`src/rtl/dut_chk_fifo.sv`:
```
// Single-clock expected-sample FIFO with combinational head and a flush.
// A push while full is accepted only when a pop happens on the same edge.
module dut_chk_fifo #(
    parameter int W     = 32,
    parameter int DEPTH = 8
) (
    input  logic         clk_i,
    input  logic         rst_i,
    input  logic         flush_i,
    input  logic         push_i,
    input  logic [W-1:0] data_i,
    input  logic         pop_i,
    output logic [W-1:0] head_o,
    output logic         full_o,
    output logic         empty_o
);
    localparam int AW = $clog2(DEPTH);

    logic [W-1:0] mem_q [DEPTH];
    logic [AW:0]  wr_ptr_q, wr_ptr_d;
    logic [AW:0]  rd_ptr_q, rd_ptr_d;
    logic         do_push, do_pop;

    // Extra pointer bit distinguishes full from empty when the indices meet.
    assign empty_o = (wr_ptr_q == rd_ptr_q);
    assign full_o  = (wr_ptr_q[AW] != rd_ptr_q[AW]) &&
                     (wr_ptr_q[AW-1:0] == rd_ptr_q[AW-1:0]);
    assign do_pop  = pop_i && !empty_o;
    assign do_push = push_i && (!full_o || do_pop);
    assign head_o  = mem_q[rd_ptr_q[AW-1:0]];

    // Next pointers: flush empties the FIFO, otherwise advance on push/pop.
    always_comb begin
        wr_ptr_d = wr_ptr_q;
        rd_ptr_d = rd_ptr_q;
        if (flush_i) begin
            wr_ptr_d = '0;
            rd_ptr_d = '0;
        end else begin
            wr_ptr_d = wr_ptr_q + {{AW{1'b0}}, do_push};
            rd_ptr_d = rd_ptr_q + {{AW{1'b0}}, do_pop};
        end
    end

    // Pointer registers.
    always_ff @(posedge clk_i or posedge rst_i) begin
        if (rst_i) begin
            wr_ptr_q <= '0;
            rd_ptr_q <= '0;
        end else begin
            wr_ptr_q <= wr_ptr_d;
            rd_ptr_q <= rd_ptr_d;
        end
    end

    // Storage write; contents need no reset since the pointers gate reads.
    always_ff @(posedge clk_i) begin
        if (do_push && !flush_i) begin
            mem_q[wr_ptr_q[AW-1:0]] <= data_i;
        end
    end

endmodule

```
`config.mk`:
```
export PLATFORM = sky130hd
export DESIGN_NAME = dut_chk_fifo
export DESIGN_NICKNAME = d
export VERILOG_FILES = /design/src/rtl/dut_chk_fifo.sv
export SDC_FILE = /design/constraint.sdc
export NUM_CORES = 1
export LEC_CHECK = 0
export ABC_AREA = 1
export CAP_MARGIN = 25
export CORE_AREA = 3 3 134 136
export CTS_CLUSTER_DIAMETER = 50
export CTS_CLUSTER_SIZE = 30
export DETAILED_ROUTE_END_ITERATION = 10
export DIE_AREA = 0 0 137 139
export PLACE_DENSITY = 0.83
export SYNTH_ARGS = -nofsm -noshare
export SYNTH_HDL_FRONTEND = slang
export SYNTH_SLANG_ARGS = --single-unit
export TNS_END_PERCENT = 10
```
`constraint.sdc`:
```
create_clock -name clk_i -period 7.3 [get_ports clk_i]
set_clock_uncertainty 0.2 [all_clocks]
set_input_delay 2.19 -clock clk_i [delete_from_list [all_inputs] [get_ports clk_i]]
set_output_delay 2.19 -clock clk_i [all_outputs]
set_load 0.005 [all_outputs]
```
== Word-level counts from Yosys, hierarchy flattened ==
Memories as Yosys holds them, arrays and structs flattened.
Cells that the tools add are included.
Widths: inputs -> output; s select.

* Flip-flop bits (word level): 8
* Memory bits (writable): 256
* Input bits: 37
* Output and inout port bits: 34
* Word-level logic and storage cells: 20
* Memories kept: 1

{| class="wikitable"
|+ Memories
! memory !! words !! bits a word !! rd ports !! clocked after memory_dff !! wr ports !! RTL line !! text
|-
| mem_q || 8 || 32 || 1 || 0 || 1 || 19 || <nowiki>logic [W-1:0] mem_q [DEPTH];</nowiki>
|}

* $add $sub $neg: 2
* Equal/unequal tests: 3
* Multiplexer cells: 4
* Reduce and logical (&&, ||, !) cells: 8

{| class="wikitable"
|+ Operators with widths
! kind !! count
|-
| $add 4x1->4 || 2
|-
| $mux 4 || 2
|-
| $eq 4x4->1 || 1
|-
| $logic_and 1x1->1 || 4
|-
| $eq 3x3->1 || 1
|-
| $logic_not 1->1 || 3
|-
| $mux 1 || 2
|-
| $logic_or 1x1->1 || 1
|-
| $ne 1x1->1 || 1
|}

== Longest topological paths before layout ==
Gate-level depths: netlist of run 1.

* Depth after elaboration: 8
* Gate-level depth with buffers: 12

== Least setup slack after synthesis of run 1 ==
No wires, ideal clock.

* Kind: input-to-reg
* Start: in flush_i
* End: mem mem_q[0][0], enable pin
* Arrival: 3953 ps
* Required time: 6679 ps
* Slack: 2726 ps
* Cell stages on the path: 4
* Path buffers: 1
* Path through: clkbuf_1 -> inv_1 -> nand3_2 -> nor2_1

* Cells in the longest elaborated chain, start to end: 4

{| class="wikitable"
|+ Ends and longest elaborated chain
! element !! RTL line !! text
|-
| start: declaration || 9 || <nowiki>input logic flush_i,</nowiki>
|-
| $logic_not 1->1 || 58 || <nowiki>if (do_push && !flush_i) begin</nowiki>
|-
| $logic_and 1x1->1 || 58 ||
|-
| $mux 1 || 58 ||
|-
| $mux 1 (implied by the code) || 59 || <nowiki>mem_q[wr_ptr_q[AW-1:0]] <= data_i;</nowiki>
|-
| end: declaration || 19 ||
|}

Every way passes these cells.

== Worst setup path in the final report of run 1 ==
* Start: reg rd_ptr_q[0]
* End: out head_o[10]

* Cells in the longest elaborated chain, start to end: 1

{| class="wikitable"
|+ Ends and longest elaborated chain
! element !! RTL line !! text
|-
| start: declaration || 21 || <nowiki>logic [AW:0] rd_ptr_q, rd_ptr_d;</nowiki>
|-
| start signal: assignment || 52 || <nowiki>rd_ptr_q <= rd_ptr_d;</nowiki>
|-
| $mem_v2 8x32 || -- ||
|-
| end: declaration || 13 || <nowiki>output logic [W-1:0] head_o,</nowiki>
|}

Every way passes these cells.

==> flow_summary.toml, run 1 <==
[cts]
cts_buffers = 18
cts_hold_buffers = 0
clock_latency_ns = 0.50
post_cts_buffers = 0
cts.sink_count = 264
cts_tree = "done"
root_buffer = "clkbuf_16"
htree_levels = 1
clkTransAtPathRegs_ns = 0.08
cts_resized = 0
clockBufferDepth = 3

[route]
drc = 0
vias_per_cell = 5.95
vias = 6453
wl_per_cell_um = 19.7
routed_wl_mm = 21.4
initialDrtViolationCount = 704
drtAntennaViolNets = 0
first_pass_iters = 5

[placed_design]
io_buffers = 70
postPlaceCellArea_mm2 = 0.0114
hpwl_mm = 11.5
gp_congestion = 0.761

[cells_and_area]
drive_above_1_share_pct = 6.51
stdcell_area_mm2 = 0.0119
syn_to_final_growth_pct = 13.6
n_antenna_cell = 0
postLayoutCoreUtil_pct = 70.0
finalNetCount = 890

[power]
p_int_mw = 2.40
leakagePower_nw = 4.04
switchingPower_uw = 786
seq_power_share_pct = 53.6
p_comb_share_pct = 14.2
powerDensity_mw_per_mm2 = 267
clkPwrFrac_pct = 32.2
power_mw = 3.18
irDropWorstVdd_mv = 0.228
p_sw_share_pct = 24.7

[setup_path]
r2r-start = "rd_ptr_q[0]"
crit_path_end_kind = "output port"
crit_top_cell = "nand2_1"
slowest_stage = "inv_4"
reg2reg_to = "mem_q[7][30]"
cp_max_fo = 98
path_class = "register to output port"
crit_arrival_ns = 3.52
reg2reg_setup_slack_ns = 3.47
critical_path_buf_inv_count = 3
reg2reg_depth = 8
path_delay_family = "buffers and inverters"
crit_chain = "inv_4, buf_4, o21ai_1, o22ai_1, nand2_1, nand2_1, clkdlybuf4s50_1"
cp-start-kind = "register"
critPathMaxStageDelay_ns = 0.81
required_ns = 4.91

[yosys]
yosysWarnings = 0
synthTopCellsByCount = "edfxtp_1 (256), nor2_1 (146), nand2_1 (104)"
syn_area_per_cell_um2 = 13.2
ys_seq_elements = 264
synth_edf_count = 256
synth_cell_types = 26
synth_top_area_cell = "edfxtp_1"
synthesis.nets = 837
synth_most_common_cell = "edfxtp_1"
netlist_instances = 796
synth_flop_cell = "edfxtp_1"
netlist_area_mm2 = 0.0105
async_flop_share_pct = 3.03
synth-seq-area-share_pct = 75.0
synth_top_cell_area_share_pct = 73.1
synthTopCellsByArea = "edfxtp_1 (73%), nor2_1 (5.2%), o22ai_1 (3.8%)"

[die]
core_area_mm2 = 0.0171
die_area_mm2 = 0.0190
row_count = 48
initial_core_util_pct = 61.6
ios = 71
dieWidth_um = 137
die_h_um = 139

[timing]
slew_viol_final = 0
setup_violations = 0
tns_ns = 0
whs_ns = 0.388
fin_crit_ns = 5.91
timing.final.hold_violations = 0
rsz0062_at_grt = "no"
fin_crit_sh_pct = 80.9
tightest_slew_ns = 1.01
relSlewSlack_pct = 32.5
timing.fmax_mhz = 169

[global_route]
grt_use_met1_pct = 31.5
gr-usage-met2_pct = 37.0
track_usage_pct = 22.7
gr-total-overflow = 0
grt_pass1_vias = 6441
use_met3_pct = 3.34
grt_max_degree = 99
top_usage_layer = "met2"
grt_pass1_wl_mm = 33.4
antenna_found_initial = 0

[min_path]
whs_endpoint = "rd_ptr_q[3]"
hold_depth = 2
hold_path_startpoint = "rd_ptr_q[3]"
holdCritPathClass = "register to register"

[outcome]
outcome = "completed"

[job]
drv_cap = 0
[area by class of cell]
| type | instances | area, µm² |
|---|---|---|
| inverters | 15 | 58.8 |
| clock buffers | 20 | 479 |
| fillers | 1097 | 5120 |
| flip-flops and latches | 264 | 7890 |
| multi-input cells | 466 | 2220 |
| well taps | 225 | 282 |
| repair buffers | 84 | 896 |
| clock inverters | 11 | 109 |
[worst max-delay path by stage]
stage                     slack (ns)        start  cells past startpoint     endpoint
after floorplan                 2.73      flush_i                      4  mem_q[0][0]
after global placement          2.07  rd_ptr_q[0]                      7    head_o[8]
after detailed placement        1.97  rd_ptr_q[0]                      7   head_o[10]
after CTS                       1.42  rd_ptr_q[0]                      7   head_o[10]
after global routing            1.19  rd_ptr_q[0]                      7   head_o[10]
final                           1.39  rd_ptr_q[0]                      7   head_o[10]
[layout by cell type, fill, tap and decap left out, types with 10 or more instances in the layout]
| cell type | instances |
|---|---|
| edfxtp_1 | 256 |
| nor2_1 | 138 |
| nand2_1 | 104 |
| o21ai_0 | 73 |
| clkdlybuf4s50_1 | 70 |
| o22ai_1 | 64 |
| o21ai_1 | 56 |
| clkbuf_16 | 19 |
| inv_1 | 13 |
| nand3_1 | 10 |
[kinds of logic after synthesis]
group / count (synthesis) / share of synthesized area, %
DFF: 264 / 75.0
AOI/OAI and AO/OA: 194 / 10.0
adders and majority gates: 4 / 0.476
and+or+nand+nor: 263 / 9.68
xor gates and xnor gates: 5 / 0.417
buffers and inverters: 66 / 4.42
[metrics by stage]
step / setup WS, ns / cells
after floorplan: 2.73 / 796
after CTS: 1.42 / 1085
after global routing: 1.19 / 1085
after detailed placement: 1.97 / 1054
final: 1.39 / 1085
after global placement: 2.07 / 1048
[tightest hold or removal path, cell delays in order, from the launching register on]
cell and delay [ns]:
dfrtp_1 0.38, xor2_1 0.08, nor2_1 0.09
[flip-flops by register name, summed over array words and instances (netlist names)]
name / cells
mem_q: 256
rd_ptr_q: 4
wr_ptr_q: 4
[metal layers]
metal  wire, µm  part of all wire, %  vias to the layer above
met5          0                    0                        -
li1           -                    -                     2999
met1       8660                   40                     3117
met2      10600                   49                      292
met3       1640                  7.7                       45
met4        540                  2.5                        0
[power by group through the flow]
stage                     registers (mW)  clock network (mW)  logic (mW)
after CTS                           1.71                1.04       0.452
after detailed placement            1.74                   0       0.448
after global placement              1.74                   0       0.430
after floorplan                     1.73                   0       0.301
after global routing                1.71                1.10       0.501
final                               1.71                1.03       0.451
(Power assumes the default switching activity.)
==> run 2, diff against run 1 <==
- CORE_AREA: 3 3 134 136 -> 3 3 138 140
- DIE_AREA: 0 0 137 139 -> 0 0 141 143
- PLACE_DENSITY: 0.83 -> 0.79
- clock period: 7.3 -> 5.84 ns (I/O delays scaled with it)
==> run 2 against run 1 <==
Register-to-register slack worse by 1.3 ns. Non-clock buffer count rose by 5. Setup slack got worse by 0.71 ns. First-iteration DRC count rose by 4.0%. Clock power up 54%. Worst hold slack got worse by 0.017 ns. Combinational power grew 30%. Critical path depth did not move. Clock-buffer cell count rose by 7. Die area grew 5.9%. Largest cell class unchanged. Highest routed layer unchanged.
==> flow_summary.toml, run 2 (synthesis gave the netlist of run 1 again) <==
[outcome]
outcome = "completed"

[power]
powerDensity_mw_per_mm2 = 354
power_mw = 4.30
leakagePower_nw = 4.17
irDropWorstVdd_mv = 0.327

[setup_path]
crit_path_end_kind = "output port"
crit_arrival_ns = 3.20
critical_path_buf_inv_count = 3
required_ns = 3.89
crit_top_cell = "nand2_1"
path_delay_family = "buffers and inverters"
crit_chain = "inv_4, buf_12, o21ai_1, o22ai_1, nand2_1, nand2_1, clkdlybuf4s50_1"
path_class = "register to output port"
cp-start-kind = "register"
cp_max_fo = 93
critPathMaxStageDelay_ns = 0.69
slowest_stage = "inv_4"

[cells_and_area]
final_common_cell = "edfxtp_1"
drive_above_1_share_pct = 8.54
final_cell_mix = "edfxtp_1 (256), nor2_1 (138), nand2_1 (104), o21ai_0 (73), clkdlybuf4s50_1 (70)"
largest_reg_flops = 256
finalNonFillerCells = 1107
n_antenna_cell = 0
nFillCells = 1261
syn_to_final_growth_pct = 15.7
finalNetCount = 901
postLayoutCoreUtil_pct = 67.7

[timing]
rsz0062_at_grt = "no"
slew_viol_final = 0
fin_crit_ns = 5.16
tightest_slew_ns = 1.03
setup_violations = 0
fin_crit_sh_pct = 88.3
relSlewSlack_pct = 31.6
timing.fmax_mhz = 194
timing.final.hold_violations = 0
tns_ns = 0

[cts]
post_cts_buffers = 0
cts_resized = 0
cts_buffers = 24
clkTransAtPathRegs_ns = 0.07
clockBufferDepth = 3
root_buffer = "clkbuf_16"
cts_tree = "done"
cts_hold_buffers = 0
clock_latency_ns = 0.52
htree_levels = 1
cts.sink_count = 264

[route]
initialDrtViolationCount = 732
vias_per_cell = 5.89
routed_wl_mm = 21.7
first_pass_iters = 5
drtAntennaViolNets = 0
highest_layer = "met4"
wl_met2_mm = 10.8
m1WireLength_mm = 8.99
vias = 6515
wl_per_cell_um = 19.6
route.met3.wl_mm = 1.38
drc = 0

[global_route]
gr-total-overflow = 0
grt_max_degree = 111
antenna_found_initial = 0
grt_pass1_wl_mm = 34.1
grt_pass1_vias = 6333
track_usage_pct = 21.5

[placed_design]
gp_congestion = 0.782
io_buffers = 70
placed_cells = 1062
hpwl_mm = 11.4

[die]
initial_core_util_pct = 58.5
core_area_mm2 = 0.0180
die_h_um = 143
ios = 71
die_area_mm2 = 0.0202
dieWidth_um = 141
row_count = 49

[min_path]
holdCritPathClass = "register to register"

[job]
drv_cap = 0
-- run 2: worst paths after layout --
check | startpoint | endpoint | slack (ns) | cells after the start
max | rd_ptr_q[0] | head_o[19] | 0.68 | 7
min | wr_ptr_q[3] | wr_ptr_q[3] | 0.37 | 2
max reg2reg | rd_ptr_q[1] | mem_q[7][16] | 2.20 | 9
min reg2reg | wr_ptr_q[3] | wr_ptr_q[3] | 0.37 | 2
max in group asynchronous | rst_i | rd_ptr_q[0] | 3.90 | 2
min in group asynchronous | rst_i | wr_ptr_q[1] | 1.28 | 2
-- run 2: power breakdown --
part           leakage, nW  internal, mW  switching [mW]  total [mW]
clock                0.402         0.835           0.758        1.59
combinational         1.35         0.246           0.341       0.586
sequential            2.42          2.11          0.0179        2.12
-- run 2: per-stage QoR --
step	worst slack, ns	cell area [µm²]	hold slack, ns
6_report	0.684	12200	0.371
5_1_grt	0.529	12200	0.402
4_1_cts	0.655	12100	0.374
3_5_place_dp	1.28	11300	0.355
3_3_place_gp	1.37	11300	0.336
2_1_floorplan	1.70	10500	0.323
-- run 2: final cells by class --
type | instances | area (µm²) | share of cell area, %
Clock buffer | 27 | 633 | 5.20
Multi-Input combinational cell | 466 | 2220 | 18.3
Sequential cell | 264 | 7890 | 64.9
Clock inverter | 17 | 199 | 1.63
Tap cell | 229 | 287 | 2.35
Inverter | 15 | 58.8 | 0.483
Timing Repair Buffer | 89 | 876 | 7.20
-- run 2: routing by layer --
layer | vias to the layer above | track usage [%]
li1 | 3030 | -
met1 | 3193 | 30.0
met2 | 258 | 36.1
met3 | 34 | 3.11
met4 | 0 | 5.92
met5 | - | 0
-- run 2: worst reg2reg max path: cells and delay by family, from the launching register on --
kind	cells	cell delay, ns
flip-flops	1	0.41
buffers and inverters	3	1.32
AND/OR/NAND/NOR	6	1.41
==> RTL edit 1: new RTL, settings of run 2 <==
Set the parameter `W` to 16 (it was 32).
--- a/src/rtl/dut_chk_fifo.sv
+++ b/src/rtl/dut_chk_fifo.sv
@@ -3,3 +3,3 @@
 module dut_chk_fifo #(
-    parameter int W     = 32,
+    parameter int W     = 16,
     parameter int DEPTH = 8
Interface: changed (resized data_i and head_o); port bits go from 71 to 39. The function was not compared with the original's and may differ.
==> RTL edit 1 against run 2 <==
- worst setup slack gained 550 ps
- power fell by 43%
- cell area decreased by 45%
- sequential share of layout area is 4.3 points lower
- die area is the same
- core utilization decreased by 31 points
- synthesized area down 48%
- sequential cell count down 128
- synthesized cell count decreased by 45%
- routed wire length decreased by 46%
==> RTL edit 1: results (changes against run 2) <==
.. list-table::
   :header-rows: 1

   * - Metric
     - Value
   * - Outcome
     - completed (unchanged)
   * - Share of the yosys chip area belonging to registers
     - 74.0% (was 75.0%)
   * - Sequential Power Share
     - 44.8% (was 49.4%)
   * - Number of instances in the placed design
     - 688 (was 1062)
   * - Number of nets at the end of the flow
     - 503 (was 901)
   * - Switching power as a share of total power
     - 24.4% (was 25.9%)
   * - Vias in the first global route
     - 3479 (was 6333)
   * - Half-perimeter wire length of the detailed placement result
     - 6540 µm (was 11400 µm)
   * - Slowest library cell on the worst path
     - sky130_fd_sc_hd__inv_1 (was sky130_fd_sc_hd__inv_4)
   * - Post-placement setup slack
     - 1660 ps (was 1280 ps)
   * - Adder and majority gate portion of the synthesized area
     - 0.915% (was 0.476%)
   * - M3 GR Usage
     - 3.82% (was 3.11%)
   * - Cells taking the most area after synthesis
     - sky130_fd_sc_hd__edfxtp_1 (70%), sky130_fd_sc_hd__o21ai_0 (5.9%), sky130_fd_sc_hd__nor2_1 (5.6%), sky130_fd_sc_hd__nand2_1 (3.7%), sky130_fd_sc_hd__dfrtp_1 (3.7%) (was sky130_fd_sc_hd__edfxtp_1 (73%), sky130_fd_sc_hd__nor2_1 (5.2%), sky130_fd_sc_hd__o22ai_1 (3.8%), sky130_fd_sc_hd__nand2_1 (3.7%), sky130_fd_sc_hd__o21ai_0 (3.5%))
   * - Share of synthesized registers carrying an async set or reset
     - 5.88% (was 3.03%)
   * - Max-slew headroom at the worst pin
     - 33.2% (was 31.6%)
   * - Clock latency reported for the late side of the worst-skew pair
     - 420 ps (was 520 ps)
   * - Count of flip-flops with a built-in enable after synthesis
     - 128 (was 256)
   * - Met1 capacity usage during global routing
     - 14.6% (was 30.0%)
   * - First-pass GRT wire length
     - 18200 µm (was 34100 µm)
   * - Number of standard cells in the final layout excluding fillers
     - 720 (was 1107)
   * - Post-Place Cell Area
     - 6100 µm² (was 11300 µm²)
   * - Cell types with the highest counts after synthesis
     - sky130_fd_sc_hd__edfxtp_1 (128), sky130_fd_sc_hd__nor2_1 (81), sky130_fd_sc_hd__o21ai_0 (65), sky130_fd_sc_hd__nand2_1 (54), sky130_fd_sc_hd__o22ai_1 (32) (was sky130_fd_sc_hd__edfxtp_1 (256), sky130_fd_sc_hd__nor2_1 (146), sky130_fd_sc_hd__nand2_1 (104), sky130_fd_sc_hd__o21ai_0 (73), sky130_fd_sc_hd__o22ai_1 (64))
   * - Number of port buffers
     - 38 (was 70)
   * - Number of DRC violations after detailed-routing iteration 0
     - 384 (was 732)
   * - Placer's final routability congestion estimate
     - 0.742 (was 0.782)
   * - Pin count of the biggest net entering global routing
     - 67 (was 111)
   * - Fraction of synthesized cell area in xor and xnor cells
     - 0.801% (was 0.417%)
## RTL edit 1: cell types whose count changed in the layout (fill, tap and decap cells not counted), moves of 5 or more
cell                              delta
sky130_fd_sc_hd__o21ai_0             -8
sky130_fd_sc_hd__buf_4               -5
sky130_fd_sc_hd__edfxtp_1          -128
sky130_fd_sc_hd__nor2_4              -7
sky130_fd_sc_hd__nand2_1            -50
sky130_fd_sc_hd__clkinv_8            -6
sky130_fd_sc_hd__clkbuf_16           -8
sky130_fd_sc_hd__clkdlybuf4s50_1    -32
sky130_fd_sc_hd__o22ai_1            -32
sky130_fd_sc_hd__nor2_1             -57
sky130_fd_sc_hd__o21ai_1            -56
## RTL edit 1: per-layer routing
layer	routed length [µm]	share of wire, %	vias to the layer above
li1	-	-	1645
met1	5010	43	1736
met2	5730	49	145
met3	767	6.5	26
met4	245	2.1	0
met5	0	0	-
## RTL edit 1: path summary, 6_finish.rpt
path                                  start           to  slack [ps]  cells after the start
worst max-delay path            rd_ptr_q[1]    head_o[6]        1230                      6
worst min-delay path            wr_ptr_q[3]  wr_ptr_q[3]         360                      2
worst max register to register  rd_ptr_q[1]  mem_q[6][9]        2900                      8
worst min register to register  wr_ptr_q[3]  wr_ptr_q[3]         360                      2
max in group asynchronous             rst_i  rd_ptr_q[0]        3800                      2
min in group asynchronous             rst_i  wr_ptr_q[1]        1380                      2
## RTL edit 1: layout make-up
class                      count  area, µm²
clock buffer                  18        429
sequential                   136       4050
tap                          229        287
timing repair buffer          50        470
inverter                      15       56.3
fill                        1647      11300
clock inverter                14        149
multi-input combinational    258       1250
==> RTL edit 2: new RTL, config.mk and constraints of run 2 <==
Without the edit above. Reset style: synchronous (`rst_i`), changed in one clocked block.
--- a/src/rtl/dut_chk_fifo.sv
+++ b/src/rtl/dut_chk_fifo.sv
@@ -45,3 +45,3 @@
     // Pointer registers.
-    always_ff @(posedge clk_i or posedge rst_i) begin
+    always_ff @(posedge clk_i) begin
         if (rst_i) begin
Check against the original RTL: differs if rst_i is asserted again (counterexample within 4 cycles, from zero or initial values and one cycle with rst_i high); with rst_i held inactive, the same outputs for 10 cycles.
==> RTL edit 2 against run 2 <==
- routed wire length down 2.2%
- cell area shrank 0.61%
- worst setup slack better by 100 ps
- first-iteration DRC count decreased by 26%
- sequential cell count stayed put
- final cell count down 0.81%
- synthesized area is 0.92% lower
- via count down 1.1%
- highest routed layer unchanged
- critical path depth fell by 1
- hold slack got worse by 59 ps
- die area did not move
- non-clock buffer count is 6 lower
Power is not compared: it rests on default switching activity, and its combinational part moved more than twofold at a synthesized area within 25%.
==> RTL edit 2: results (changes against run 2) <==
.. list-table::
   :header-rows: 1

   * - Metric
     - Value
   * - Outcome
     - completed (unchanged)
   * - Worst-path maximum fanout
     - 72 (was 93)
   * - Arrival time at the worst endpoint
     - 3100 ps (was 3200 ps)
   * - Per-cell via count in the routed design
     - 5.87 (was 5.89)
   * - Placer's final routability congestion estimate
     - 0.707 (was 0.782)
   * - Pin count of the biggest net entering global routing
     - 73 (was 111)
   * - Vias in the first global route
     - 6297 (was 6333)
   * - Cells taking the most area after synthesis
     - sky130_fd_sc_hd__edfxtp_1 (74%), sky130_fd_sc_hd__nor2_1 (5.2%), sky130_fd_sc_hd__nand2_1 (3.9%), sky130_fd_sc_hd__o22ai_1 (3.8%), sky130_fd_sc_hd__o21ai_0 (3.5%) (was sky130_fd_sc_hd__edfxtp_1 (73%), sky130_fd_sc_hd__nor2_1 (5.2%), sky130_fd_sc_hd__o22ai_1 (3.8%), sky130_fd_sc_hd__nand2_1 (3.7%), sky130_fd_sc_hd__o21ai_0 (3.5%))
   * - Max-slew headroom at the worst pin
     - 43.3% (was 31.6%)
   * - Fraction of layout instances using a drive strength above 1
     - 8.06% (was 8.54%)
   * - Wirelength, routed
     - 21200 µm (was 21700 µm)
   * - Peak per-stage delay on the critical path
     - 740 ps (was 690 ps)
   * - Slowest library cell on the worst path
     - sky130_fd_sc_hd__dfxtp_4 (was sky130_fd_sc_hd__inv_4)
   * - Half-perimeter wire length of the detailed placement result
     - 11800 µm (was 11400 µm)
   * - First-pass GRT wire length
     - 33600 µm (was 34100 µm)
   * - Number of standard cells in the final layout excluding fillers
     - 1098 (was 1107)
   * - Iteration count of the initial detailed-routing pass
     - 7 (was 5)
   * - Number of inserted filler cells in the final layout
     - 1206 (was 1261)
   * - Num CTS Buffers
     - 21 (was 24)
   * - Number of nets at the end of the flow
     - 896 (was 901)
   * - Share of synthesized registers carrying an async set or reset
     - 0% (was 3.03%)
   * - Share of the yosys chip area belonging to registers
     - 75.3% (was 75.0%)
   * - Post-Syn Nets
     - 841 (was 837)
   * - Number of distinct library cell variants in the gate-level netlist after synthesis
     - 27 (was 26)
   * - GRT Overall Usage
     - 21.0% (was 21.5%)
RTL edit 2: cell count changes in the layout (fill, tap and decap cells not counted), sizes merged, moves of 2 or more:
cell	change
or2	+5
a21oi	+3
dfxtp	+8
clkinv	-5
nor2	-3
xor2	-2
buf	-6
clkbuf	-5
clkinvlp	+2
dfrtp	-8
nand2	+4
RTL edit 2: cell type report:
type	count	share of cell area, %
flip-flops and latches	264	64.9
multi-input cells	471	18.5
repair buffers	83	7.88
clock buffers	22	4.38
well taps	229	2.37
clock inverters	15	1.45
inverters	14	0.455
RTL edit 2: worst min-delay path, delay by kind of cell (launching register included):
family / cells / cell delay (ps)
compound gates: 1 / 60
simple gates: 1 / 80
flops: 1 / 340
RTL edit 2: report_power, final:
group | leakage, nW | internal [W] | switching (W) | total [W]
clock network | 0.334 | 0.000743 | 0.000694 | 0.00144
registers | 2.38 | 0.00209 | 0.00000750 | 0.00210
logic | 1.36 | 0.0000662 | 0.0000806 | 0.000147
RTL edit 2: cell families (layout without fill, tap and decap cells):
| family | Yosys count | after routing | share of synthesized area, % |
|---|---|---|---|
| fa+ha+maj | 4 | 4 | 0.480 |
| simple gates | 269 | 269 | 10.1 |
| compound gates | 196 | 196 | 10.2 |
| flops | 264 | 264 | 75.3 |
| buf+inv | 65 | 134 | 3.74 |
| xor+xnor | 2 | 2 | 0.168 |
RTL edit 2: final timing paths:
check | startpoint | to | slack, ps | cells past startpoint
setup / recovery | rd_ptr_q[0] | head_o[26] | 780 | 6
hold / removal | wr_ptr_q[3] | wr_ptr_q[3] | 310 | 2
setup reg to reg | rd_ptr_q[0] | mem_q[3][28] | 2500 | 8
hold reg to reg | wr_ptr_q[3] | wr_ptr_q[3] | 310 | 2
RTL edit 2: per-layer routing:
layer	track usage, %	part of all wire [%]
met1	28.5	41
met5	0	0
met4	6.68	2.4
met2	35.5	49
met3	3.01	7.1
RTL edit 2: through the flow:
step / cell area (µm²) / setup slack [ps]
after detailed placement: 11300 / 1310
after global routing: 12100 / 506
after floorplan: 10400 / 1810
after global placement: 11200 / 1390
after CTS: 12000 / 774
final: 12100 / 784
